[config.mk]
export PLATFORM = sky130hd
export DESIGN_NAME = spi_target
export DESIGN_NICKNAME = d
export VERILOG_FILES = /design/src/rtl/spi_target.sv
export SDC_FILE = /design/constraint.sdc
export NUM_CORES = 1
export LEC_CHECK = 0
export BUFFER_PORTS_ARGS = -buffer_cell sky130_fd_sc_hd__buf_2
export CORE_UTILIZATION = 51
export DETAILED_ROUTE_END_ITERATION = 10
export PLACE_DENSITY = 0.74
export SLEW_MARGIN = 40
export SYNTH_ARGS = -nofsm -noshare
export SYNTH_HDL_FRONTEND = slang
export SYNTH_SLANG_ARGS = --single-unit
[constraint.sdc]
create_clock -name i_clk -period 1.3 [get_ports i_clk]
set_input_delay 0.065 -clock i_clk [delete_from_list [all_inputs] [get_ports i_clk]]
set_output_delay 0.065 -clock i_clk [all_outputs]
set_load 0.005 [all_outputs]
[src/rtl/spi_target.sv]
// SPI mode-0 peripheral with a UART-style byte-register port.
// SPI inputs are oversampled in the i_clk domain; all SPI actions happen on detected edges.
module spi_target #(
  parameter logic [7:0] IDLE_BYTE = 8'hFF
) (
  input  logic       i_clk,
  input  logic       i_rst_n,
  input  logic       i_cs_n,
  input  logic       i_sclk,
  input  logic       i_copi,
  output logic       o_cipo,
  output logic       o_cipo_oe,
  input  logic       i_en,
  input  logic       i_wr,
  input  logic [3:0] i_addr,
  input  logic [7:0] i_data,
  output logic [7:0] o_data
);

  // [0],[1] form the synchronizer, [2] is the edge-detect history flop
  logic [2:0] cs_sync_q, sclk_sync_q, copi_sync_q;
  logic [1:0] warm_q;
  logic       armed_q, armed_d;
  logic       selected_q, selected_d;
  logic [2:0] bit_cnt_q, bit_cnt_d;
  logic [7:0] rx_shift_q, rx_shift_d;
  logic [7:0] rx_buf_q, rx_buf_d;
  logic       rx_rdy_q, rx_rdy_d;
  logic [7:0] tx_shift_q, tx_shift_d;
  logic [7:0] tx_hold_q, tx_hold_d;
  logic       tx_full_q, tx_full_d;
  logic       overrun_q, overrun_d;
  logic       abort_q, abort_d;
  logic [7:0] o_data_q, o_data_d;

  logic       cs_fall, cs_rise, sclk_rise, sclk_fall;
  logic       rd, rd_rx, rd_stat, wr_tx, reload;
  logic [7:0] rx_byte, rd_data;

  always_ff @(posedge i_clk or negedge i_rst_n) begin
    if (!i_rst_n) begin
      cs_sync_q   <= 3'b111;
      sclk_sync_q <= 3'b000;
      copi_sync_q <= 3'b000;
      warm_q      <= 2'd0;
    end else begin
      cs_sync_q   <= {cs_sync_q[1:0], i_cs_n};
      sclk_sync_q <= {sclk_sync_q[1:0], i_sclk};
      copi_sync_q <= {copi_sync_q[1:0], i_copi};
      if (!warm_q[1]) warm_q <= warm_q + 2'd1;
    end
  end

  // A CS falling edge only counts once CS has been genuinely sampled high after reset,
  // so a CS held low through reset does not look like a fresh select.
  assign cs_fall   = armed_q & cs_sync_q[2] & ~cs_sync_q[1];
  assign cs_rise   = selected_q & ~cs_sync_q[2] & cs_sync_q[1];
  assign sclk_rise = selected_q & ~sclk_sync_q[2] & sclk_sync_q[1];
  assign sclk_fall = selected_q & sclk_sync_q[2] & ~sclk_sync_q[1];

  assign rd      = i_en & ~i_wr;
  assign rd_rx   = rd & (i_addr == 4'd3);
  assign rd_stat = rd & (i_addr == 4'd4);
  assign wr_tx   = i_en & i_wr & (i_addr == 4'd1) & ~tx_full_q;
  assign reload  = cs_fall | (sclk_fall & (bit_cnt_q == 3'd0));
  assign rx_byte = {rx_shift_q[6:0], copi_sync_q[1]};

  always_comb begin
    rd_data = 8'h00;
    case (i_addr)
      4'd0:    rd_data = {7'b0, ~tx_full_q};
      4'd2:    rd_data = {7'b0, rx_rdy_q};
      4'd3:    rd_data = rx_buf_q;
      4'd4:    rd_data = {5'b0, overrun_q, abort_q, selected_q};
      default: rd_data = 8'h00;
    endcase
  end

  always_comb begin
    armed_d    = armed_q | (warm_q[1] & cs_sync_q[1]);
    selected_d = selected_q;
    bit_cnt_d  = bit_cnt_q;
    rx_shift_d = rx_shift_q;
    rx_buf_d   = rx_buf_q;
    rx_rdy_d   = rx_rdy_q;
    tx_shift_d = tx_shift_q;
    tx_hold_d  = tx_hold_q;
    tx_full_d  = tx_full_q;
    overrun_d  = overrun_q;
    abort_d    = abort_q;
    o_data_d   = rd ? rd_data : o_data_q;

    // Clear-on-read first so same-cycle SPI events below take priority
    if (rd_rx) rx_rdy_d = 1'b0;
    if (rd_stat) begin
      overrun_d = 1'b0;
      abort_d   = 1'b0;
    end

    if (cs_fall) begin
      selected_d = 1'b1;
      bit_cnt_d  = 3'd0;
    end
    if (cs_rise) begin
      selected_d = 1'b0;
      bit_cnt_d  = 3'd0;
      if (bit_cnt_q != 3'd0) abort_d = 1'b1;
    end

    if (sclk_rise) begin
      rx_shift_d = rx_byte;
      bit_cnt_d  = bit_cnt_q + 3'd1;
      if (bit_cnt_q == 3'd7) begin
        rx_buf_d = rx_byte;
        rx_rdy_d = 1'b1;
        if (rx_rdy_q && !rd_rx) overrun_d = 1'b1;
      end
    end

    if (sclk_fall && bit_cnt_q != 3'd0) tx_shift_d = {tx_shift_q[6:0], 1'b1};
    if (reload) begin
      tx_shift_d = tx_full_q ? tx_hold_q : IDLE_BYTE;
      tx_full_d  = 1'b0;
    end
    // A write racing a reload lands after it: reload already used the old holding state
    if (wr_tx) begin
      tx_hold_d = i_data;
      tx_full_d = 1'b1;
    end
  end

  always_ff @(posedge i_clk or negedge i_rst_n) begin
    if (!i_rst_n) begin
      armed_q    <= 1'b0;
      selected_q <= 1'b0;
      bit_cnt_q  <= 3'd0;
      rx_shift_q <= 8'h00;
      rx_buf_q   <= 8'h00;
      rx_rdy_q   <= 1'b0;
      tx_shift_q <= IDLE_BYTE;
      tx_hold_q  <= 8'h00;
      tx_full_q  <= 1'b0;
      overrun_q  <= 1'b0;
      abort_q    <= 1'b0;
      o_data_q   <= 8'h00;
    end else begin
      armed_q    <= armed_d;
      selected_q <= selected_d;
      bit_cnt_q  <= bit_cnt_d;
      rx_shift_q <= rx_shift_d;
      rx_buf_q   <= rx_buf_d;
      rx_rdy_q   <= rx_rdy_d;
      tx_shift_q <= tx_shift_d;
      tx_hold_q  <= tx_hold_d;
      tx_full_q  <= tx_full_d;
      overrun_q  <= overrun_d;
      abort_q    <= abort_d;
      o_data_q   <= o_data_d;
    end
  end

  assign o_cipo    = selected_q ? tx_shift_q[7] : 1'b1;
  assign o_cipo_oe = selected_q;
  assign o_data    = o_data_q;

endmodule

=== After elaboration in Yosys (flattened, before gate mapping) ===
Cells that the tools add are included.

* Register bits after elaboration: 58
* Bits in latches: 0
* Bits in writable memories: 0
* Memory bits (read-only): 0
* Bits of input ports: 19
* Output and inout port bits: 10
* Word-level logic and storage cells: 82
* Memories kept: 0

* Add/sub/neg operators: 2
* Multipliers: 0
* Div/mod/pow operators: 0
* $lt $le $gt $ge: 0
* Equal/unequal tests: 5
* Shift-type cells: 0
* Muxes and demuxes: 23
* Bitwise logic cells: 24
* Reduce and logical (&&, ||, !) cells: 11

{| class="wikitable"
|+ Operator list
! cell !! count
|-
| one-hot mux 8 bit (4 select lines) || 1
|-
| 2-to-1 mux 8 bit || 3
|-
| AND 1 bit || 16
|-
| 2-to-1 mux 1 bit || 15
|-
| 2-to-1 mux 3 bit || 3
|-
| equality test 4 x 2 -> 1 bit, second input constant || 2
|-
| inverter 1 bit || 6
|-
| nonzero test 2 bit || 3
|-
| nonzero test 3 bit || 2
|-
| equality test 4 x 1 -> 1 bit, second input constant || 1
|-
| equality test 4 x 3 -> 1 bit, second input constant || 1
|-
| zero test 4 bit || 1
|-
| adder 3 x 1 -> 3 bit, second input constant || 1
|-
| equality test 3 bit, second input constant || 1
|-
| zero test 3 bit || 1
|-
| adder 2 x 1 -> 2 bit, second input constant || 1
|-
| logical AND 1 bit || 2
|-
| 2-to-1 mux 2 bit || 1
|-
| bitwise OR 1 bit || 2
|-
| AND reduction 2 bit || 1
|-
| zero test 1 bit || 1
|}

=== Longest topological paths before layout ===
* Depth in word-level cells: 8
* Mapped depth: 6
* Mapped depth without buffers: 6

=== Worst setup path after synthesis ===
OpenSTA, ideal clock, no wires.

* Path type: register to register
* From: reg bit_cnt_q[0]
* To: reg rx_buf_q[0]
* Setup time: 0.125 ns
* Arrival time: 1.224 ns
* Data required time: 1.175 ns
* Setup slack: -0.050 ns
* Cell stages (with the launch flop): 5
* Path buffers: 0
* Clock period less this slack: 1.350 ns
* Cells stage by stage: dfrtp_1 -> ha_1 -> ha_1 -> nand2_4 -> mux2_4

* Word-level cells in the longest chain between the ends: 2

{| class="wikitable"
|+ RTL lines
! what !! line !! RTL
|-
| start: declaration || 25 || <nowiki>logic [2:0] bit_cnt_q, bit_cnt_d;</nowiki>
|-
| start signal: assignment || 149 || <nowiki>bit_cnt_q <= bit_cnt_d;</nowiki>
|-
| equality test 3 bit || 113 || <nowiki>if (bit_cnt_q == 3'd7) begin</nowiki>
|-
| AND reduction 2 bit (no source line) || - ||
|-
| end signal: assignment || 151 || <nowiki>rx_buf_q <= rx_buf_d;</nowiki>
|-
| end: declaration || 27 || <nowiki>logic [7:0] rx_buf_q, rx_buf_d;</nowiki>
|}

Every way passes these cells.
A chain may end at the register's enable or synchronous reset.

=== Worst setup path in the final report ===
* From: reg bit_cnt_q[0]
* To: reg tx_shift_q[3]

* Word-level cells in the longest chain between the ends: 4
* Elaborated cells on any way between the ends: 7
* Classes of those cells: mux (1); bitwise (2); reduce/logical (4)

{| class="wikitable"
|+ RTL lines
! what !! line !! RTL
|-
| zero test 3 bit || 65 || <nowiki>assign reload = cs_fall | (sclk_fall & (bit_cnt_q == 3'd0));</nowiki>
|-
| AND 1 bit || 65 ||
|-
| bitwise OR 1 bit || 65 ||
|-
| 2-to-1 mux 8 bit or nonzero test 2 bit (tied branches) || - ||
|-
| end signal: assignment || 153 || <nowiki>tx_shift_q <= tx_shift_d;</nowiki>
|-
| end: declaration || 29 || <nowiki>logic [7:0] tx_shift_q, tx_shift_d;</nowiki>
|}

Parallel ways exist; a longest one is shown, timed or not.

==> impl_results.md <==
* Status: finished, violations left
* Failing checks: negative setup slack
* Root Buffer Master: clkbuf_8
* Yosys cell types at 41
* Hold WS at 0.119 ns
* Clock skew at 0.00928 ns
* Mean post-synth cell area at 13.0 um^2
* Largest family of logic cells by synthesized area: simple AND/OR/NAND/NOR gates
* Port Buffers at 28
* Yosys top cell by area: dfrtp_1
* Worst Path Arrival at 1.66 ns
* Die extent in y at 70.9 um
* Pre-CTS WS at -0.0597 ns
* # nets final at 276
* Pins Over Slew Limit at 0
* Layout cells sized above 1 at 0.432
* Die Area at 5030 um^2
* Row cnt at 24
* Post-route setup slack at -0.0835 ns
* Dpl hpwl at 2930 um
* WP data required at 1.58 ns
* Critical Path Start: bit_cnt_q[0]$_DFFE_PN0P_
* Clk Latency, worst-skew pair at 0.34 ns
* Mux cell area share after synthesis at 0.0868
* CP endpoint: tx_shift_q[3]$_DFFE_PN1P_
* Vias at 1677
* Final min period at 1.38 ns
* Count of final hold-check violations at 0
* First-pass DRT Iterations at 6
* Diode count at 0
* Clk slew on worst S/H paths at 0.07 ns
* Max Clock Freq at 0.723 GHz
* Compound-cell area share of the yosys netlist at 0.123
* Worst hold path class: input pin to register
* Critical path peak fanout at 8
* Flop2flop setup slack at -0.08 ns
* DRC violations left at 0
* Critical path class: register to register
* Max Root-Sink Buffers at 2
* RSZ-0062 raised after global routing: yes
* Global-route wire length before repair at 8000 um
* Worst r2r dst: tx_shift_q[3]$_DFFE_PN1P_
* Reg2reg path depth at 6
* Initial core utilization at 0.545
* Seq cells post-synth at 58
* Register area share after synthesis at 0.605
* Max rail drop VDD at 0.000856 V
* CTS tree: built
* Post-synthesis simple-gate area fraction at 0.150
* Count of final setup violators at 8
* Max transition margin at 0.774
* Crit end category: register
* Least-Margin Pin Slew at 0.338 ns
* Design Power at 4.50 mW
* Pleak at 1.56 nW
* Io pins at 29
* Avg Vias per Cell at 5.39
* Routed WL at 4710 um
* Vias in the first global route at 1697
* Xor/xnor share of the synthesized area at 0.00362
* Routed Antenna Nets at 0
* Synthesis warning total at 0
* Total global-route track usage at 0.216
* Initial DRC count at 94
* Area Growth Syn to Fin at 31.5%
* Initial antenna violation count at 0
* Mapped Cells at 187
* Power per Cell Area at 1410 nW/um^2
* Synth area leaders: dfrtp_1 (49%), dfstp_2 (12%), mux2_4 (5.0%)
* Syn Nets at 209
* Remaining Overflow, GRT at 0
* Post-synth top area share at 0.486
* Total Neg Setup Slack at -0.332 ns
* Type of origin of the critical path: register
* Chip Width at 70.9 um
* Core footprint at 4440 um^2
* Clk sinks at 58
* Max H-tree Level at 3
* R2R Path Start: bit_cnt_q[0]$_DFFE_PN0P_
* Largest net degree at the start of global routing at 59
* Inserted Clock Buffers at 9
* Avg WL per Cell at 15.1 um
* Max cap viols at 0
* Final Cycle Share at 1.06
* Mapped Area at 2420 um^2
* Routability cong. at 0.737
* Adder and majority gate portion of the synthesized area at 0.0155
## critical path, stage by stage (launching register included)
cell,delay (ns)
dfrtp_1,0.38
inv_1,0.06
ha_2,0.18
nor2b_4,0.15
or3_1,0.37
o21ai_1,0.11
a2bb2oi_2,0.07
## routing by layer
metal,vias up,share of wire,GRT usage
met2,34,0.46,0.322
met5,-,0,0
li1,805,-,-
met1,826,0.47,0.278
met3,12,0.042,0.0641
met4,0,0.025,0.136
## synthesized netlist by cell type
library cell  instances
nand2_4               2
nor3_1                1
a2bb2oi_1             7
o22a_1                1
a21o_1                1
xnor2_1               1
and2b_1               1
a32oi_1               3
or2_1                 1
nor2_4                1
a21oi_1               2
o21ai_4               1
and3_1                2
o21ai_1               2
buf_6                 2
o21ai_0              12
ha_1                  3
or3_1                 7
nor2b_1               1
o2bb2ai_1             2
a22o_1                7
o21bai_1              1
inv_1                 3
nand2_1              31
nor2_2                1
nand3_1               1
nor2_1                3
nand2_2               1
nand2b_1              3
nor2_8                1
o41a_1                1
mux2_2                8
or2_2                 1
nand3b_2              2
nand3b_1              1
nand3b_4              1
buf_2                 1
dfstp_2              11
dfrtp_1              47
and3b_1               1
mux2_4                8
## per-stage QoR
step,instance area [um^2],instances,util
after floorplan,2450,187,-
after global placement,2760,278,0.621
after detailed placement,2760,278,0.621
after CTS,3130,308,0.704
after global routing,3190,311,0.717
final,3190,311,0.717
## cell families (layout without fill, tap and decap cells)
kind of cell / Yosys count / count (layout)
AND/OR/NAND/NOR: 63 / 64
flip-flops: 58 / 58
AO/OA/AOI/OAI: 40 / 40
multiplexers: 16 / 16
buffers and inverters: 6 / 77
adder cells (fa/ha/maj): 3 / 3
XOR/XNOR: 1 / 1
## final cells by class
| class | instances | area, um^2 |
|---|---|---|
| Clock buffer | 9 | 124 |
| Multi-Input combinational cell | 124 | 997 |
| Tap cell | 52 | 65.1 |
| Inverter | 3 | 11.3 |
| Clock inverter | 7 | 103 |
| Fill cell | 301 | 1260 |
| Timing Repair Buffer | 58 | 420 |
| Sequential cell | 58 | 1470 |
## how the worst min path moves through the flow
stage,startpoint,endpoint,slack (ns),depth (start not counted)
floorplan,i_rst_n,abort_q$_DFF_PN0_,-0.23,0
global placement,i_rst_n,tx_hold_q[1]$_DFFE_PN0P_,0.09,2
detailed placement,i_rst_n,tx_hold_q[1]$_DFFE_PN0P_,0.09,2
CTS,i_addr[3],o_data[0]$_DFFE_PN0N_,0.10,3
global route,i_addr[3],o_data[0]$_DFFE_PN0N_,0.15,3
finish,i_addr[3],o_data[0]$_DFFE_PN0N_,0.12,3
## repair_timing
| item | in CTS | in global routing |
|---|---|---|
| setup buffers | 1 | 3 |
| endpoints found under the setup margin | 23 | 27 |
| hold buffers | 12 | 0 |
| hold endpoints to repair | 69 | 0 |
| pin swaps | 10 | 8 |
| cloned | 1 | 0 |
| resized for setup | 7 | 7 |
## power by group
group | leakage [nW] | internal (mW) | switching (mW)
registers | 0.727 | 1.99 | 0.127
clock network | 0.110 | 1.09 | 0.780
logic | 0.719 | 0.270 | 0.237
total | 1.56 | 3.36 | 1.14
## placed cells by master, fill, tap and decap left out, types with 3 or more instances in the layout
cell / count
nand2b_1: 3
a22o_1: 7
clkinv_4: 3
a32oi_1: 3
clkbuf_8: 9
mux2_4: 8
o21ai_0: 6
nand2_1: 31
dlygate4sd3_1: 12
buf_4: 16
mux2_2: 8
inv_1: 3
dfrtp_1: 47
buf_2: 28
o21ai_1: 7
dfstp_2: 11
or3_1: 6
a2bb2oi_1: 5
## sequential cells by signal (all words and copies together) (netlist names), 2 cells and up
name,cells
tx_hold_q,8
cs_sync_q,3
rx_buf_q,8
warm_q,2
bit_cnt_q,3
sclk_sync_q,3
copi_sync_q,2
tx_shift_q,8
o_data,8
rx_shift_q,7
Power figures use the tool's default switching activity.
